File: src/rtl/lcd_text_feeder_if.sv
// Handshake bundle between the text feeder and the 4-bit HD44780 controller.
interface lcd_text_feeder_if;
    logic [7:0] lcd_char;
    logic       lcd_write_char;
    logic       lcd_home;
    logic       lcd_ready;

    modport master (output lcd_char, output lcd_write_char, output lcd_home, input lcd_ready);
    modport slave  (input lcd_char, input lcd_write_char, input lcd_home, output lcd_ready);
endinterface

File: src/rtl/lcd_text_feeder.sv
// Byte FIFO feeding an HD44780 controller one character per ready handshake; newline becomes home.
// Optional LCD_AUTOHOME_EN: wrap to column 0 with a home command when the line is full.
module lcd_text_feeder #(
    parameter int         DEPTH   = 16,
    parameter int         COLS    = 16,
    parameter logic [7:0] NEWLINE = 8'h0A
) (
    input  logic                  clk,
    input  logic                  reset,
    input  logic [7:0]            data_in,
    input  logic                  push,
    output logic                  full,
    output logic                  empty,
    output logic                  overflow,
    output logic [4:0]            column,
    lcd_text_feeder_if.master     lcd
);
    localparam int AW = $clog2(DEPTH);
    localparam logic [4:0] COLS_W = 5'(COLS);

    localparam logic [1:0] ST_IDLE      = 2'd0;
    localparam logic [1:0] ST_ISSUE     = 2'd1;
    localparam logic [1:0] ST_WAIT_BUSY = 2'd2;
    localparam logic [1:0] ST_WAIT_DONE = 2'd3;

    logic [7:0]  mem [DEPTH];
    logic [AW:0] wr_ptr_reg, rd_ptr_reg, wr_ptr_next, rd_ptr_next;
    logic        full_reg, empty_reg, overflow_reg;
    logic        full_next, empty_next;
    logic [1:0]  state_reg;
    logic [7:0]  char_reg;
    logic        write_reg, home_reg;
    logic [4:0]  column_reg, column_inc;
    logic [7:0]  head;
    logic        go, is_nl, wrap, pop, push_ok;

    // Head byte is needed in the same cycle to decide write vs. home.
    assign head  = mem[rd_ptr_reg[AW-1:0]];
    assign go    = (state_reg == ST_IDLE) && !empty_reg && lcd.lcd_ready;
    assign is_nl = (head == NEWLINE);

`ifdef LCD_AUTOHOME_EN
    assign wrap = go && !is_nl && (column_reg == COLS_W);
`else
    assign wrap = 1'b0;
`endif

    assign pop        = go && !wrap;
    assign push_ok    = push && (!full_reg || pop);
    assign column_inc = (column_reg == COLS_W) ? column_reg : column_reg + 5'd1;

    always_comb begin
        wr_ptr_next = wr_ptr_reg + {{AW{1'b0}}, push_ok};
        rd_ptr_next = rd_ptr_reg + {{AW{1'b0}}, pop};
        empty_next  = (wr_ptr_next == rd_ptr_next);
        full_next   = (wr_ptr_next[AW] != rd_ptr_next[AW]) &&
                      (wr_ptr_next[AW-1:0] == rd_ptr_next[AW-1:0]);
    end

    always_ff @(posedge clk) begin
        if (push_ok) begin
            mem[wr_ptr_reg[AW-1:0]] <= data_in;
        end
    end

    always_ff @(posedge clk) begin
        if (reset) begin
            wr_ptr_reg   <= '0;
            rd_ptr_reg   <= '0;
            full_reg     <= 1'b0;
            empty_reg    <= 1'b1;
            overflow_reg <= 1'b0;
            state_reg    <= ST_IDLE;
            char_reg     <= 8'h00;
            write_reg    <= 1'b0;
            home_reg     <= 1'b0;
            column_reg   <= 5'd0;
        end else begin
            wr_ptr_reg <= wr_ptr_next;
            rd_ptr_reg <= rd_ptr_next;
            full_reg   <= full_next;
            empty_reg  <= empty_next;
            if (push && full_reg && !pop) begin
                overflow_reg <= 1'b1;
            end

            case (state_reg)
                ST_IDLE: begin
                    if (go) begin
                        if (wrap) begin
                            // Home without popping; the same byte goes out on the next pass.
                            home_reg   <= 1'b1;
                            column_reg <= 5'd0;
                        end else begin
                            char_reg <= head;
                            if (is_nl) begin
                                home_reg   <= 1'b1;
                                column_reg <= 5'd0;
                            end else begin
                                write_reg  <= 1'b1;
                                column_reg <= column_inc;
                            end
                        end
                        state_reg <= ST_ISSUE;
                    end
                end
                ST_ISSUE: begin
                    write_reg <= 1'b0;
                    home_reg  <= 1'b0;
                    state_reg <= ST_WAIT_BUSY;
                end
                ST_WAIT_BUSY: begin
                    if (!lcd.lcd_ready) begin
                        state_reg <= ST_WAIT_DONE;
                    end
                end
                ST_WAIT_DONE: begin
                    if (lcd.lcd_ready) begin
                        state_reg <= ST_IDLE;
                    end
                end
                default: state_reg <= ST_IDLE;
            endcase
        end
    end

    assign full               = full_reg;
    assign empty              = empty_reg;
    assign overflow           = overflow_reg;
    assign column             = column_reg;
    assign lcd.lcd_char       = char_reg;
    assign lcd.lcd_write_char = write_reg;
    assign lcd.lcd_home       = home_reg;
endmodule

File: src/flat_wrapper.sv
// flat-port wrapper written by rule: the top's interface ports become plain ports
module lcd_text_feeder_flat 
#(
    parameter int         DEPTH   = 16,
    parameter int         COLS    = 16,
    parameter logic [7:0] NEWLINE = 8'h0A
)
  (clk, reset, data_in, push, full, empty, overflow, column, lcd_lcd_char, lcd_lcd_write_char, lcd_lcd_home, lcd_lcd_ready);
  lcd_text_feeder_if lcd_i ();
  input  logic clk;
  input  logic reset;
  input  logic [7:0] data_in;
  input  logic push;
  output logic full;
  output logic empty;
  output logic overflow;
  output logic [4:0] column;
  output wire logic [$bits(lcd_i.lcd_char)-1:0] lcd_lcd_char;
  output wire logic [$bits(lcd_i.lcd_write_char)-1:0] lcd_lcd_write_char;
  output wire logic [$bits(lcd_i.lcd_home)-1:0] lcd_lcd_home;
  input wire logic [$bits(lcd_i.lcd_ready)-1:0] lcd_lcd_ready;
  assign lcd_lcd_char = lcd_i.lcd_char;
  assign lcd_lcd_write_char = lcd_i.lcd_write_char;
  assign lcd_lcd_home = lcd_i.lcd_home;
  assign lcd_i.lcd_ready = lcd_lcd_ready;
  lcd_text_feeder #(.DEPTH(DEPTH), .COLS(COLS), .NEWLINE(NEWLINE)) u_core (.clk(clk), .reset(reset), .data_in(data_in), .push(push), .full(full), .empty(empty), .overflow(overflow), .column(column), .lcd(lcd_i));
endmodule
File: config.mk
export PLATFORM = sky130hd
export DESIGN_NAME = lcd_text_feeder_flat
export DESIGN_NICKNAME = d
export VERILOG_FILES = /design/src/rtl/lcd_text_feeder_if.sv /design/src/rtl/lcd_text_feeder.sv /design/src/flat_wrapper.sv
export SDC_FILE = /design/constraint.sdc
export NUM_CORES = 1
export LEC_CHECK = 0
export ABC_AREA = 1
export CAP_MARGIN = 10
export CORE_MARGIN = 4
export CORE_UTILIZATION = 40
export DETAILED_ROUTE_END_ITERATION = 10
export GPL_TIMING_DRIVEN = 0
export PLACE_DENSITY = 0.66
export SKIP_LAST_GASP = 1
export SLEW_MARGIN = 20
export SYNTH_ARGS = -nofsm -noshare
export SYNTH_HDL_FRONTEND = slang
export SYNTH_SLANG_ARGS = --single-unit
File: constraint.sdc
create_clock -name clk -period 2.7 [get_ports clk]
set_input_delay 0.54 -clock clk [delete_from_list [all_inputs] [get_ports clk]]
set_output_delay 0.54 -clock clk [all_outputs]
set_load 0.005 [all_outputs]
# Yosys cells after proc, flatten, opt, wreduce, memory -nomap -nowiden

Memories as Yosys holds them, arrays and structs flattened. A register that Yosys moved wholly into a read port is not among the register bits.
Index checks and enable logic that the tools add are counted.

Add/subtract/negate cells: 3
Equality and inequality tests: 14
Muxes and demuxes: 15
Reduce and logical (&&, ||, !) cells: 17

Operators by type and width:

| cell                                                                    | count |
|---|---|
| 3-bit AND reduction                                                     | 4 |
| 5-bit by 1-bit adder with 5-bit output                                  | 2 |
| 5-bit 2-to-1 mux                                                        | 2 |
| 8-bit by 4-bit == test with 1-bit output, second input constant         | 1 |
| 2-bit one-hot mux with 4 select lines                                   | 1 |
| 1-bit logical AND                                                       | 6 |
| 1-bit 2-to-1 mux                                                        | 6 |
| 2-bit 2-to-1 mux                                                        | 3 |
| 2-bit by 1-bit inequality test with 1-bit output, second input constant | 3 |
| 2-bit inequality test, second input constant                            | 3 |
| 5-bit by 1-bit adder with 5-bit output, second input constant           | 1 |
| 5-bit == test                                                           | 1 |
| 5-bit == test, second input constant                                    | 1 |
| 2-bit == test, second input constant                                    | 2 |
| 4-bit == test                                                           | 1 |
| 4-bit 2-to-1 mux                                                        | 1 |
| 1-bit one-hot mux with 2 select lines                                   | 2 |
| 1-bit zero test                                                         | 3 |
| 2-bit by 1-bit == test with 1-bit output, second input constant         | 1 |
| 2-bit zero test                                                         | 1 |
| 2-bit AND reduction                                                     | 1 |
| 2-bit nonzero test                                                      | 1 |
| 1-bit logical OR                                                        | 1 |
| 1-bit inequality test                                                   | 1 |

Bits in registers: 30
RAM bits: 128
Input port bits: 12
Output and inout port bits: 18
Logic and storage cells: 60
Memories kept: 1

Memory list:

| name       | words | width | read ports | clocked after Yosys merged registers in | write ports | RTL line              | text |
|---|---|---|---|---|---|---|---|
| u_core.mem | 16    | 8     | 1          | 1                                       | 1           | lcd_text_feeder.sv:26 | `logic [7:0] mem [DEPTH];` |

# Logic depth before layout (Yosys ltp)

Depth in word-level cells: 8
Depth in mapped cells: 18

# Worst setup path before layout

OpenSTA, ideal clock, no wires.

Path type: reg-to-reg
Start point: register u_core.state_reg[0]
End point: register u_core.full_reg (netlist: u_core.full)
Library setup time: 0.078 ns
Arrival time: 2.389 ns
Required time: 2.622 ns
Setup slack: 0.234 ns
Cell stages (with the launch flop): 13
Period minus slack after synthesis: 2.466 ns
Cell sequence: dfxtp_1 -> inv_1 -> ha_1 -> inv_1 -> nor3_2 -> inv_1 -> a21boi_1 -> ha_1 -> ha_1 -> xor2_1 -> nor3_1 -> nand2_1 -> nor3_1

Longest elaborated chain between the ends: 8

Ends and longest elaborated chain:

| item                                   | RTL line               | text |
|---|---|---|
| start: declaration                     | lcd_text_feeder.sv:30  | `logic [1:0] state_reg;` |
| start signal: assignment               | lcd_text_feeder.sv:73  | `state_reg <= ST_IDLE;` |
| start signal: assignment               | lcd_text_feeder.sv:104 | `state_reg <= ST_ISSUE;` |
| start signal: assignment               | lcd_text_feeder.sv:110 | `state_reg <= ST_WAIT_BUSY;` |
| 2-bit zero test                        | lcd_text_feeder.sv:39  | `assign go = (state_reg == ST_IDLE) && !empty_reg && lcd.lcd_ready;` |
| 1-bit logical AND (2 in a row)         | lcd_text_feeder.sv:39  |  |
| 1-bit logical OR                       | lcd_text_feeder.sv:49  | `assign push_ok = push && (!full_reg \|\| pop);` |
| 1-bit logical AND                      | lcd_text_feeder.sv:49  |  |
| 5-bit by 1-bit adder with 5-bit output | lcd_text_feeder.sv:53  | `wr_ptr_next = wr_ptr_reg + {{AW{1'b0}}, push_ok};` |
| named net u_core.wr_ptr_next[1]        | lcd_text_feeder.sv:27  | `logic [AW:0] wr_ptr_reg, rd_ptr_reg, wr_ptr_next, rd_ptr_next;` |
| 4-bit == test                          | lcd_text_feeder.sv:57  | `(wr_ptr_next[AW-1:0] == rd_ptr_next[AW-1:0]);` |
| 1-bit logical AND                      | lcd_text_feeder.sv:56  | `full_next = (wr_ptr_next[AW] != rd_ptr_next[AW]) &&` |
| end signal: assignment                 | lcd_text_feeder.sv:81  | `full_reg <= full_next;` |
| end: declaration                       | lcd_text_feeder.sv:28  | `logic full_reg, empty_reg, overflow_reg;` |

The timed path passes the listed nets, and every way through them passes these cells.
A chain may end at the register's enable or synchronous reset.

# Worst setup path in the final report

Start point: register u_core.state_reg[0]
End point: memory u_core.mem[9][3] (enable)

Longest elaborated chain between the ends: 7

Ends and longest elaborated chain:

| item                                   | RTL line              | text |
|---|---|---|
| 2-bit zero test                        | lcd_text_feeder.sv:39 |  |
| 1-bit logical AND (2 in a row)         | lcd_text_feeder.sv:39 |  |
| 1-bit logical OR                       | lcd_text_feeder.sv:49 |  |
| 1-bit logical AND                      | lcd_text_feeder.sv:49 |  |
| 1-bit 2-to-1 mux                       | lcd_text_feeder.sv:61 | `if (push_ok) begin` |
| 1-bit 2-to-1 mux (implied by the code) | lcd_text_feeder.sv:62 | `mem[wr_ptr_reg[AW-1:0]] <= data_in;` |
| end: declaration                       | lcd_text_feeder.sv:26 |  |

Every way passes these cells.

==> impl_metrics.env <==
export IMPL_clkLatencyLatePin_ps=430
export IMPL_p_seq_share_pct=44.4
export IMPL_status="finished clean"
export IMPL_drt_pass1_iterations=5
export IMPL_cts_max_path_buffers=2
export IMPL_synth_area_sq_um=7000
export IMPL_rows=48
export IMPL_switchingPower_mw=1.75
export IMPL_setup_ws_ps=193
export IMPL_core_area_sq_um=17200
export IMPL_clkPwrFrac_pct=36.3
export IMPL_start_util_pct=40.6
export IMPL_layout_drive_gt1_share_pct=11.2
export IMPL_grtUsageTotal_pct=17.9
export IMPL_antenna_left=0
export IMPL_synth_area_leaders="edfxtp_1, nand2_1, dfxtp_1"
export IMPL_drc_errors=0
export IMPL_critPathLaunchType="flip-flop"
export IMPL_syn_inst=708
export IMPL_cts_tree="done"
export IMPL_die_h_microns=140
export IMPL_power_mw=6.29
export IMPL_dieArea_sq_um=19700
export IMPL_grt_pass1_vias=4716
export IMPL_cts_root_buf="clkbuf_16"
export IMPL_fin_nets=779
export IMPL_cp_end_kind="flip-flop"
export IMPL_yosys_area_top_type="edfxtp_1"
export IMPL_period_needed_ps=2510
export IMPL_drt_initial_drc_count=491
export IMPL_cpPeakStageDelay_ps=490
export IMPL_maxSlewViolCount=0
export IMPL_crit_chain="inv_1, ha_4, inv_1, nor3_4, inv_4, a21boi_4, buf_4, nand3_1, nor2_2"
export IMPL_ys_types=28
export IMPL_min_path_type="flip-flop to flip-flop"
export IMPL_cts_max_level=4
export IMPL_worst_pin_slew_ps=714
export IMPL_ir_worst_vdd_v=0.000436
export IMPL_slowest_stage="nor2_2"
export IMPL_rsz0062_at_grt="no"
export IMPL_pin_count=30
export IMPL_grt_max_degree=17
export IMPL_maxCapViolCount=0
export IMPL_wl_per_cell_microns=17.2
export IMPL_yosys_warnings=0
export IMPL_diodes=0
export IMPL_switching_share_pct=27.9
export IMPL_gp_congestion=0.884
export IMPL_area_growth_pct=17.4
export IMPL_vias_per_cell=5.01
export IMPL_critPathRequiredTime_ps=2760
export IMPL_synth_nets=731
export IMPL_clock_skew_ps=11.1
export IMPL_routed_wl_mm=17.1
export IMPL_ys_seq_area_share_pct=63.5
export IMPL_cts_inserted_buffers=17
export IMPL_power_density_nw_per_um2=766
export IMPL_clock_sinks=158
export IMPL_fin_util_pct=47.7
export IMPL_antenna_found_initial=0
export IMPL_grt_overflow=0
export IMPL_cpMostUsedCell="inv_1"
export IMPL_cts_hold_buf=0
export IMPL_die_x_microns=140
export IMPL_largest_reg_flops=128
export IMPL_ys_ff_latch=158
export IMPL_crit_arrival_ps=2570
export IMPL_crit_type="flip-flop to flip-flop"
export IMPL_path_clk_slew_ps=60
export IMPL_crit_fanout=8
export IMPL_leakage_nw=3.36
export IMPL_max_freq_ghz=0.399
export IMPL_postSynthAreaPerCell_sq_um=9.88
export IMPL_io_buffers=28
export IMPL_grt_pass1_wl_mm=26.4
export IMPL_finalHoldViolations=0
export IMPL_synth_top_area_share_pct=54.9
export IMPL_setup_viol=0
export IMPL_slew_headroom_pct=52.2
export IMPL_p_int_mw=4.54
export IMPL_whs_ps=496
export IMPL_vias=4982
export IMPL_comb_power_share_pct=19.3
export IMPL_place_ws_ps=-868
export IMPL_period_share_pct=92.8
export IMPL_place_hpwl_mm=11.4
-- layer usage --
metal | global-route usage [%] | routed length (microns)
met1 | 23.3 | 6990
met2 | 29.3 | 8180
met3 | 3.93 | 1360
met4 | 6.99 | 563
met5 | 0 | 0
-- placed cells by master (no fill, tap or decap), types with 11 or more instances in the layout --
master             n
nand2_1          203
edfxtp_1         128
inv_1             87
nand3_1           86
nor2_1            50
dfxtp_1           30
clkdlybuf4s50_1   28
clkbuf_16         17
nor2_2            14
buf_2             14
o21ai_0           11
-- repair_timing --
item                       4_1_cts  5_1_grt
buffers inserted                 0        1
hold endpoints to repair         0        0
setup endpoints to repair      131       83
pin swaps                        0        2
resized for setup               23        6
-- power groups by stage --
stage	clock network [mW]	registers (mW)	logic [mW]
finish	2.28	2.80	1.21
global route	2.43	2.81	1.35
CTS	2.31	2.80	1.18
detailed placement	0	2.85	1.16
global placement	0	2.84	1.14
floorplan	0	2.84	0.728
-- worst max-delay path, delay by kind of cell (launching register included) --
family / cells / cell delay [ps]
AO/OA/AOI/OAI: 1 / 210
adder cells (fa/ha/maj): 1 / 190
buffers and inverters: 4 / 500
flip-flops: 1 / 330
AND/OR/NAND/NOR: 3 / 930
-- path summary, 6_finish.rpt --
kind	end	slack (ps)	from	depth (start not counted)
min reg2reg	u_core.lcd.lcd_write_char	500	u_core.lcd.lcd_write_char	2
max reg2reg	u_core.mem[9][3]	190	u_core.state_reg[0]	9
min	u_core.lcd.lcd_write_char	500	u_core.lcd.lcd_write_char	2
max	u_core.mem[9][3]	190	u_core.state_reg[0]	9
-- metrics by stage --
stage                     instance area (sq um)  cells  setup TNS [ps]
after global routing                       8220    994               0
after global placement                     7560    961          -84180
after detailed placement                   7560    961          -88540
final                                      8220    994               0
after floorplan                            7000    708               0
after CTS                                  8190    993               0
-- logic make-up after synthesis --
kind of cell / Yosys count / synth area share (%)
buffers and inverters: 125 / 8.03
xor gates and xnor gates: 14 / 1.75
and+or+nand+nor: 365 / 21.8
adders and majority gates: 11 / 1.97
AOI/OAI and AO/OA: 35 / 2.91
DFF: 158 / 63.5
-- synthesized netlist by cell type --
library cell  count
o21ai_1           4
buf_4             5
nor3_2            1
inv_4             1
clkbuf_1          6
buf_2            14
xnor2_1           4
nand2_4           3
ha_1             11
nor2_1           66
dfxtp_1          30
nand3_1          86
buf_12            1
o211ai_1          9
a21boi_1          1
inv_1            88
a21oi_1           8
edfxtp_1        128
nand2_1         203
xor2_1           10
a31oi_1           1
nor3_1            4
buf_8             2
o21ai_0          11
inv_2             6
a211oi_1          1
buf_6             2
nor2_4            2
-- cell type report --
class	count	area (sq um)
Fill cell	1561	9020
Inverter	95	362
Clock inverter	11	119
Multi-Input combinational cell	425	2080
Sequential cell	158	4440
Clock buffer	21	440
Buffer	30	206
Tap cell	225	282
Timing Repair Buffer	29	288
(Power assumes the default switching activity.)
